[src/rtl/gng_pkg.sv]
// Shared definitions for the Gaussian-noise channel scheduler.
// Provides the sample width, the request tag carried alongside the datapath
// latency, and a constant clog2 helper for sizing local counters.
package gng_pkg;

  localparam int unsigned GNG_DW      = 16;
  // Tag channel field sized for the largest supported channel count (8).
  localparam int unsigned GNG_CHW_MAX = 3;

  typedef struct packed {
    logic                   vld;
    logic [GNG_CHW_MAX-1:0] ch;
  } gng_tag_t;

  // Ceiling log2; returns 0 for n <= 1.
  function automatic int unsigned gng_clog2(input int unsigned n);
    int unsigned r;
    r = 0;
    for (int unsigned i = 0; i < 32; i++) begin
      if ((64'd1 << i) < 64'(n)) r = i + 1;
    end
    return r;
  endfunction

endpackage

[src/rtl/gng_arb_fifo.sv]
// Single-clock per-channel sample FIFO.
// Ports: clk, rstn (sync, active-low), wr_en/wr_data push, rd_en pop
// (ignored when empty), rd_data head entry (combinational), empty, count.
// Overflow is prevented upstream by credit accounting; a write and a pop
// on a full FIFO in the same cycle is legal.
module gng_arb_fifo
  import gng_pkg::*;
#(
  parameter int unsigned DEPTH = 4
) (
  input  logic                        clk,
  input  logic                        rstn,
  input  logic                        wr_en,
  input  logic [GNG_DW-1:0]           wr_data,
  input  logic                        rd_en,
  output logic [GNG_DW-1:0]           rd_data,
  output logic                        empty,
  output logic [gng_clog2(DEPTH):0]   count
);

  localparam int unsigned AW = gng_clog2(DEPTH);
  localparam int unsigned CW = AW + 1;

  logic [GNG_DW-1:0] r_mem [DEPTH];
  logic [AW-1:0]     r_wr_ptr;
  logic [AW-1:0]     r_rd_ptr;
  logic [CW-1:0]     r_count;
  logic              w_rd;

  assign w_rd    = rd_en && (r_count != '0);
  assign rd_data = r_mem[r_rd_ptr];
  assign empty   = (r_count == '0);
  assign count   = r_count;

  // Storage and pointers; pointers wrap naturally since DEPTH is a power of 2.
  always_ff @(posedge clk) begin
    if (!rstn) begin
      r_wr_ptr <= '0;
      r_rd_ptr <= '0;
      r_count  <= '0;
      for (int unsigned i = 0; i < DEPTH; i++) r_mem[i] <= '0;
    end else begin
      if (wr_en) begin
        r_mem[r_wr_ptr] <= wr_data;
        r_wr_ptr        <= r_wr_ptr + AW'(1);
      end
      if (w_rd) r_rd_ptr <= r_rd_ptr + AW'(1);
      r_count <= r_count + CW'(wr_en) - CW'(w_rd);
    end
  end

endmodule

[src/rtl/gng_arb.sv]
// Round-robin scheduler sharing one fixed-latency Gaussian noise datapath
// among NUM_CH consumer channels, with per-channel credits and output FIFOs.
// Ports: clk, rstn (sync, active-low); ch_en per-channel enable;
// ch_valid/ch_ready/ch_data per-channel sample handshake (16-bit each);
// dp_req request to datapath; dp_valid/dp_data datapath return;
// err_sync sticky tag/valid mismatch flag.
// Build option: define GNG_ARB_SYNCCHK_EN to enable the tag/dp_valid
// consistency check; otherwise dp_valid is ignored and err_sync is 0.
module gng_arb
  import gng_pkg::*;
#(
  parameter int unsigned NUM_CH    = 4,
  parameter int unsigned PIPE_LAT  = 10,
  parameter int unsigned BUF_DEPTH = 4
) (
  input  logic                     clk,
  input  logic                     rstn,
  input  logic [NUM_CH-1:0]        ch_en,
  output logic [NUM_CH-1:0]        ch_valid,
  input  logic [NUM_CH-1:0]        ch_ready,
  output logic [NUM_CH*GNG_DW-1:0] ch_data,
  output logic                     dp_req,
  input  logic                     dp_valid,
  input  logic [GNG_DW-1:0]        dp_data,
  output logic                     err_sync
);

  localparam int unsigned CHW = gng_clog2(NUM_CH);
  localparam int unsigned CRW = gng_clog2(BUF_DEPTH + 1);
  localparam int unsigned AW  = gng_clog2(BUF_DEPTH);

  logic [CHW-1:0]            r_rr;
  logic [CRW-1:0]            r_cred [NUM_CH];
  gng_tag_t                  r_req_tag;
  gng_tag_t                  r_tag  [PIPE_LAT];

  logic [NUM_CH-1:0]         w_elig;
  logic [NUM_CH-1:0]         w_pop;
  logic [NUM_CH-1:0]         w_empty;
  logic [NUM_CH-1:0]         w_wr;
  logic [NUM_CH-1:0]         w_gnt_1h;
  logic                      w_gnt_vld;
  logic [CHW-1:0]            w_gnt_ch;
  gng_tag_t                  w_tag_out;
  logic [NUM_CH*(AW+1)-1:0]  w_cnt;

  assign ch_valid  = ~w_empty;
  assign w_pop     = ~w_empty & ch_ready;
  assign dp_req    = r_req_tag.vld;
  assign w_tag_out = r_tag[PIPE_LAT-1];

  // Eligibility and one-hot grant view per channel.
  always_comb begin
    w_elig   = '0;
    w_gnt_1h = '0;
    for (int unsigned i = 0; i < NUM_CH; i++) begin
      w_elig[i]   = ch_en[i] && (r_cred[i] != '0);
      w_gnt_1h[i] = w_gnt_vld && (w_gnt_ch == CHW'(i));
    end
  end

  // First eligible channel at or after the round-robin pointer, with wrap.
  always_comb begin : p_arb
    int unsigned v_idx;
    w_gnt_vld = 1'b0;
    w_gnt_ch  = '0;
    v_idx     = 0;
    for (int unsigned k = 0; k < NUM_CH; k++) begin
      v_idx = (32'(r_rr) + k) % NUM_CH;
      if (!w_gnt_vld && w_elig[CHW'(v_idx)]) begin
        w_gnt_vld = 1'b1;
        w_gnt_ch  = CHW'(v_idx);
      end
    end
  end

  // Pointer, credits, request register and latency-matched tag pipe.
  always_ff @(posedge clk) begin
    if (!rstn) begin
      r_rr      <= '0;
      r_req_tag <= '0;
      for (int unsigned i = 0; i < NUM_CH; i++) r_cred[i] <= CRW'(BUF_DEPTH);
      for (int unsigned k = 0; k < PIPE_LAT; k++) r_tag[k] <= '0;
    end else begin
      if (w_gnt_vld) r_rr <= CHW'((32'(w_gnt_ch) + 32'd1) % NUM_CH);
      for (int unsigned i = 0; i < NUM_CH; i++) begin
        if (w_gnt_1h[i] && !w_pop[i])      r_cred[i] <= r_cred[i] - CRW'(1);
        else if (!w_gnt_1h[i] && w_pop[i]) r_cred[i] <= r_cred[i] + CRW'(1);
      end
      r_req_tag.vld <= w_gnt_vld;
      r_req_tag.ch  <= GNG_CHW_MAX'(w_gnt_ch);
      r_tag[0]      <= r_req_tag;
      for (int unsigned k = 1; k < PIPE_LAT; k++) r_tag[k] <= r_tag[k-1];
    end
  end

  // Per-channel FIFOs; writes are steered purely by the returning tag.
  for (genvar i = 0; i < NUM_CH; i++) begin : g_ch
    assign w_wr[i] = w_tag_out.vld && (w_tag_out.ch == GNG_CHW_MAX'(i));

    gng_arb_fifo #(
      .DEPTH (BUF_DEPTH)
    ) u_fifo (
      .clk     (clk),
      .rstn    (rstn),
      .wr_en   (w_wr[i]),
      .wr_data (dp_data),
      .rd_en   (w_pop[i]),
      .rd_data (ch_data[i*GNG_DW +: GNG_DW]),
      .empty   (w_empty[i]),
      .count   (w_cnt[i*(AW+1) +: (AW+1)])
    );
  end

`ifdef GNG_ARB_SYNCCHK_EN
  logic r_err;
  logic w_unused;
  assign w_unused = ^w_cnt;
  assign err_sync = r_err;

  // Sticky flag on any disagreement between returning tag and dp_valid.
  always_ff @(posedge clk) begin
    if (!rstn) begin
      r_err <= 1'b0;
    end else if (w_tag_out.vld != dp_valid) begin
      r_err <= 1'b1;
    end
  end
`else
  logic w_unused;
  assign w_unused = dp_valid ^ (^w_cnt);
  assign err_sync = 1'b0;
`endif

endmodule

[config.mk]
export PLATFORM = sky130hd
export DESIGN_NAME = gng_arb
export DESIGN_NICKNAME = d
export VERILOG_FILES = /design/src/rtl/gng_pkg.sv /design/src/rtl/gng_arb_fifo.sv /design/src/rtl/gng_arb.sv
export SDC_FILE = /design/constraint.sdc
export NUM_CORES = 1
export LEC_CHECK = 0
export CORE_MARGIN = 5
export CORE_UTILIZATION = 50
export CTS_CLUSTER_SIZE = 14
export DETAILED_ROUTE_END_ITERATION = 10
export PLACE_DENSITY = 0.69
export RECOVER_POWER = 25
export SYNTH_ARGS = -nofsm -noshare
export SYNTH_HDL_FRONTEND = slang
export SYNTH_SLANG_ARGS = --single-unit
[constraint.sdc]
create_clock -name clk -period 6.2 [get_ports clk]
set_clock_uncertainty 0.05 [all_clocks]
set_input_delay 1.24 -clock clk [delete_from_list [all_inputs] [get_ports clk]]
set_output_delay 1.24 -clock clk [all_outputs]
set_load 0.05 [all_outputs]
# Word-level counts from Yosys, hierarchy flattened
# Memory sizes are Yosys's and may differ from the RTL's. A register that Yosys moved wholly into a read port is not among the register bits.
# Index checks and enable logic that the tools add are counted.
# totals
mem_count	6
register_bits	34
output_inout_bits	70
input_bits	27
mem_bits_rw	308
wordCells	232
# classes
mux	96
order_cmp	4
eq_ne	6
bitwise_logic	20
addsub	28
n_reduce_logical	56
# memory_table
name	depth	width	rd	rd_ports_with_merged_regs	write_ports	line_no	text
g_ch[0].u_fifo.r_mem	4	16	1	1	4	gng_arb_fifo.sv:24	logic [GNG_DW-1:0] r_mem [DEPTH];
g_ch[1].u_fifo.r_mem	4	16	1	1	4	gng_arb_fifo.sv:24	
g_ch[2].u_fifo.r_mem	4	16	1	1	4	gng_arb_fifo.sv:24	
g_ch[3].u_fifo.r_mem	4	16	1	1	4	gng_arb_fifo.sv:24	
r_tag	10	4	10	0	10	gng_arb.sv:35	gng_tag_t r_tag [PIPE_LAT];
r_cred	4	3	4	0	4	gng_arb.sv:33	logic [CRW-1:0] r_cred [NUM_CH];
# ops
op	count
16-bit two-way mux	4
16-bit OR reduction	4
1-bit two-way mux	54
4-bit two-way mux	10
2-bit two-way mux	16
1-bit logical AND	27
3-bit two-way mux	8
3-bit nonzero test	8
2-bit by 1-bit adder with 2-bit output (second input constant)	10
1-bit OR	18
3-bit zero test	5
3-bit by 1-bit adder with 3-bit output	4
3-bit by 1-bit adder with 3-bit output (second input constant)	4
2-bit by 3-bit < comparator with 1-bit output (second input constant)	4
3-bit by 1-bit subtractor with 3-bit output	4
3-bit by 1-bit subtractor with 3-bit output (second input constant)	4
1-bit zero test	11
1-bit binary-select mux with 2-bit select	4
3-bit by 2-bit equality test with 1-bit output (second input constant)	2
2-bit adder (second input constant)	2
4-bit bitwise AND	1
2-bit equality test (second input constant)	2
4-bit NOT	1
3-bit by 1-bit equality test with 1-bit output (second input constant)	1
2 further kinds	2

# Longest topological paths before layout
# An unclocked memory read counts as a cell.
# depth
ltp_word	24
mapped_depth	15

# Modules after synthesis
# From an unflattened synthesis, not the netlist that was laid out.
# unflattened
hier_cells	1034
hier_area_um2	14863.0
# modules_own_cells
mod	seq_area_each_um2	area_per_inst_um2	cells_per_inst	instances
gng_arb_fifo at g_ch[1].u_fifo ...	2102.0	3194.3	218	2
gng_arb_fifo at g_ch[0].u_fifo	2102.0	3240.6	199	1
gng_arb_fifo at g_ch[3].u_fifo	2102.0	3154.3	219	1
gng_arb	1061.0	2079.5	180	1

# Least setup slack after synthesis
# Ideal clock, no wire load.
# synth_path
path_kind	input -> register
startpoint	in ch_en[3]
endpoint	mem r_cred[0][2] (netlist bit) (data pin)
t_required_ns	5.889
path_buffers	0
arrival_ns	3.524
path_slack_ns	2.365
setup_ns	0.261
stages	12
cell_sequence	nor2b_1 > nor2_1 > a311oi_1 > inv_1 > ha_1 > o41a_1 > nand3b_1 > fa_1 > xnor2_1 > nand3_1 > nor2_1 > a21oi_1
# synth_rtl
element	line_no	text
start, declared	gng_arb.sv:18	input logic [NUM_CH-1:0] ch_en,
end, declared	gng_arb.sv:33	

==> reports/results.tsv <==
stage	metric	value	unit
status	status	finished, violations left	
status	failing checks	capacitance limit, slew limit	
place	Area after DPL	15600	sq um
synthesis	#FFs+latches synth	339	
clock_tree	Clock Latency Late Sink	500	ps
clock_tree	Hold Buf Count CTS	0	
final_layout	ant diodes	0	
final_layout	post-layout util	59.5	%
grt	grt total ovfl	0	
setup_path	Reg2Reg Setup Slack	2230	ps
timing	final setup margin	1790	ps
routing	Total Wirelength	29400	microns
final_layout	share of layout cells above drive strength 1	12.1	%
grt	antenna violations before repair	2	
setup_path	crit-path cells	clkbuf_1, nand2_1, nor3_1, nor3b_2, buf_4, nand2b_1	
timing	min Tclk post-route	4410	ps
setup_path	CP Class	in2reg	
pwr	Worst VDD drop	0.273	mV
clock_tree	Clock Path Buffers	3	
setup_path	FF-to-FF path depth	5	
pwr	Seq pwr share	43.2	%
run	max-cap check violation count	1	
pwr	PwrDens	396	nW/um^2
pwr	static leakage	6.27	nW
grt	gr usage total	18.7	%
place	pre-CTS setup slack	1470	ps
synthesis	XOR/XNOR Fraction of Synth Area	1.90	%
final_layout	most frequent cells in the layout	268 x edfxtp_1, 160 x nor2_1, 95 x and2_1	
timing	final-report setup violation count	0	
timing	actual slew at the worst max-slew pin	2060	ps
place	Buffers on Ports	94	
routing	Initial DRC Count	653	
final_layout	Net count, final	1175	
final_layout	synthesis-to-finish area growth	16.9	%
min_path	Hold Path Origin	r_tag[0][17]	
routing	drt pass-1 iters	5	
min_path	Tightest Hold Check Type	reg2reg	
final_layout	Layout Cells excl Fill	1530	
synthesis	Yosys top cell by area	edfxtp_1	
synthesis	post-synth cell types	44	
synthesis	Synth Instances	1033	
clock_tree	H-Tree Depth	2	
synthesis	post-synthesis simple-gate area fraction	13.5	%
floorplan	Initial Util	50.9	%
setup_path	Arrival @ worst endpoint	4480	ps
grt	vias in the first global route	8203	
synthesis	Synth Area in Adders	2.30	%
synthesis	mux contribution to synthesized area	10.2	%
synthesis	Yosys top cell area share	56.4	%
floorplan	Die Y	179	microns
routing	post-route DRC violation count	0	
synthesis	Post-synth EDFFs	268	
setup_path	Critical Path Sink Type	register	
setup_path	WP data required	6270	ps
setup_path	r2r endpoint	g_ch[1].u_fifo.r_mem[0][4]	
floorplan	row count	61	
synthesis	largest family of logic cells by synthesized area	simple AND/OR/NAND/NOR gates	
place	dpl hpwl	18000	microns
synthesis	Compound-Gate Fraction of Synth Area	2.01	%
floorplan	die area	32000	sq um
grt	first-pass GRT wire length	45700	microns
synthesis	synthesized area	14300	sq um
synthesis	top post-synthesis cells by area	edfxtp_1 56%, mux4_2 10%, dfxtp_1 10%, and2_1 4.4%, nor2_1 4.2%	
synthesis	ys async rst share	0	%
grt	largest net degree at the start of global routing	68	
setup_path	Critical Path Fanout Max	17	
floorplan	Core Region	28000	sq um
synthesis	syn_nets	1082	
pwr	clock share of power	30.3	%
pwr	Switch Pwr	2.06	mW
setup_path	crit start category	primary input	
timing	final hold vios	0	
clock_tree	clk sink count	339	
setup_path	largest stage delay on the critical path	1550	ps
setup_path	Worst R2R Start	r_tag[0][36]	
final_layout	design area	16700	sq um
min_path	hold endpoint	r_tag[0][21]	
pwr	internal power	4.54	mW
clock_tree	# resized after CTS	0	
pwr	Sw Ratio	31.2	%
min_path	Hold Path Cell Cnt	1	
pwr	combinational share of power	26.4	%
synthesis	Synth warnings	0	
routing	via count	8126	
routing	Via-to-Cell Ratio	5.31	
floorplan	DIE WIDTH	179	microns
clock_tree	CTS clock-pin slew for the worst setup and hold paths	60	ps
clock_tree	post-CTS setup buffer count	0	
setup_path	Slowest-stage cell, CP	nor3_1	
timing	max-slew violation count	18	
clock_tree	root buffer cell	clkbuf_16	
final_layout	commonest non-fill, non-tap cell in the layout	edfxtp_1	
routing	WL/cell	19.2	microns
place	Cells after DPL	1466	
clock_tree	cts bufs inserted	36	
place	RePlAce Congestion	0.770	
timing	Peak Freq	227	MHz
timing	final period utilization	71.2	%
routing	Antenna Nets Post-Route	0	
synthesis	top_reg_cell synth	edfxtp_1	
timing	setup TNS	0	ps
synthesis	Synth Area per Inst	13.8	sq um
synthesis	post-synthesis sequential area ratio	66.4	%
timing	Max-slew headroom	-38.3	%
clock_tree	CTS tree	yes	
floorplan	Top Ports	97	
timing	RSZ-0062 raised after global routing	no	
setup_path	CP Launch Point	rstn	
-- kinds of logic (layout without fill, tap and decap cells) --
family | Yosys count | count (layout)
and+or+nand+nor | 400 | 400
DFF | 339 | 339
buffers and inverters | 137 | 256
muxes | 65 | 65
AOI/OAI and AO/OA | 38 | 38
xor gates and xnor gates | 31 | 31
adders and majority gates | 22 | 22
other | 1 | 1
-- Yosys cell counts (10+ instances only) --
library cell,number
edfxtp_1,268
nor2_1,160
and2_1,101
inv_1,83
nand2_1,83
dfxtp_1,71
mux4_2,64
clkbuf_1,41
xnor2_1,19
ha_1,15
o21ai_0,13
nand2b_1,12
nand3_1,12
xor2_1,12
buf_2,10
-- power by group through the flow --
| stage | sequential (mW) | combinational (mW) | clock [mW] |
|---|---|---|---|
| floorplan | 2.76 | 1.38 | 0 |
| global placement | 2.90 | 1.74 | 0 |
| detailed placement | 2.91 | 1.76 | 0 |
| CTS | 2.86 | 1.77 | 2.04 |
| global route | 2.89 | 1.87 | 2.14 |
| finish | 2.85 | 1.74 | 2.00 |
-- critical path: cells and delay by family --
family / cells / cell delay [ps]
buf+inv: 2 / 440
simple gates: 4 / 2790
-- layout make-up --
cell class                 count  area (sq um)
clock buffer                  55          1050
clock inverter                 9          55.1
fill                        2207         11300
inverter                      84           315
multi-input combinational    557          4280
sequential                   339          9470
tap                          378           473
timing repair buffer         108          1030
-- sequential cells by signal, summed over array words and instances, names as in the netlist, named ones only --
name and count:
g_ch.u_fifo.count 12, r_req_tag 2, g_ch.u_fifo.r_wr_ptr 8, r_tag 30
r_rr 2, dp_req 1, g_ch.u_fifo.r_rd_ptr 8, g_ch.u_fifo.r_mem 256
r_cred 12
-- routing by layer --
layer  track usage (%)  part of all wire [%]  vias to the layer above  wire [microns]
li1                  -                     -                     3796               -
met1              24.7                    40                     4026           11800
met2              32.6                    51                      266           15000
met3              3.16                   7.1                       38            2070
met4              4.67                   1.9                        0             544
met5                 0                     0                        -               0
-- worst max-delay path by stage --
stage / to / slack, ps / cells after the start
final: g_ch[1].u_fifo.r_mem[0][4] / 1790 / 6
after global routing: g_ch[1].u_fifo.r_mem[0][4] / 1570 / 6
after CTS: ch_data[62] / 1870 / 2
after detailed placement: r_cred[1][2] / 1470 / 13
after global placement: r_cred[1][2] / 1520 / 13
after floorplan: r_cred[0][2] / 2370 / 12
-- through the flow --
| stage | power (mW) | hold slack [ps] |
|---|---|---|
| 3_3_place_gp | 4.64 | 363 |
| 6_report | 6.60 | 375 |
| 3_5_place_dp | 4.67 | 369 |
| 4_1_cts | 6.67 | 379 |
| 2_1_floorplan | 4.15 | 362 |
| 5_1_grt | 6.89 | 386 |
(Power assumes the default switching activity.)
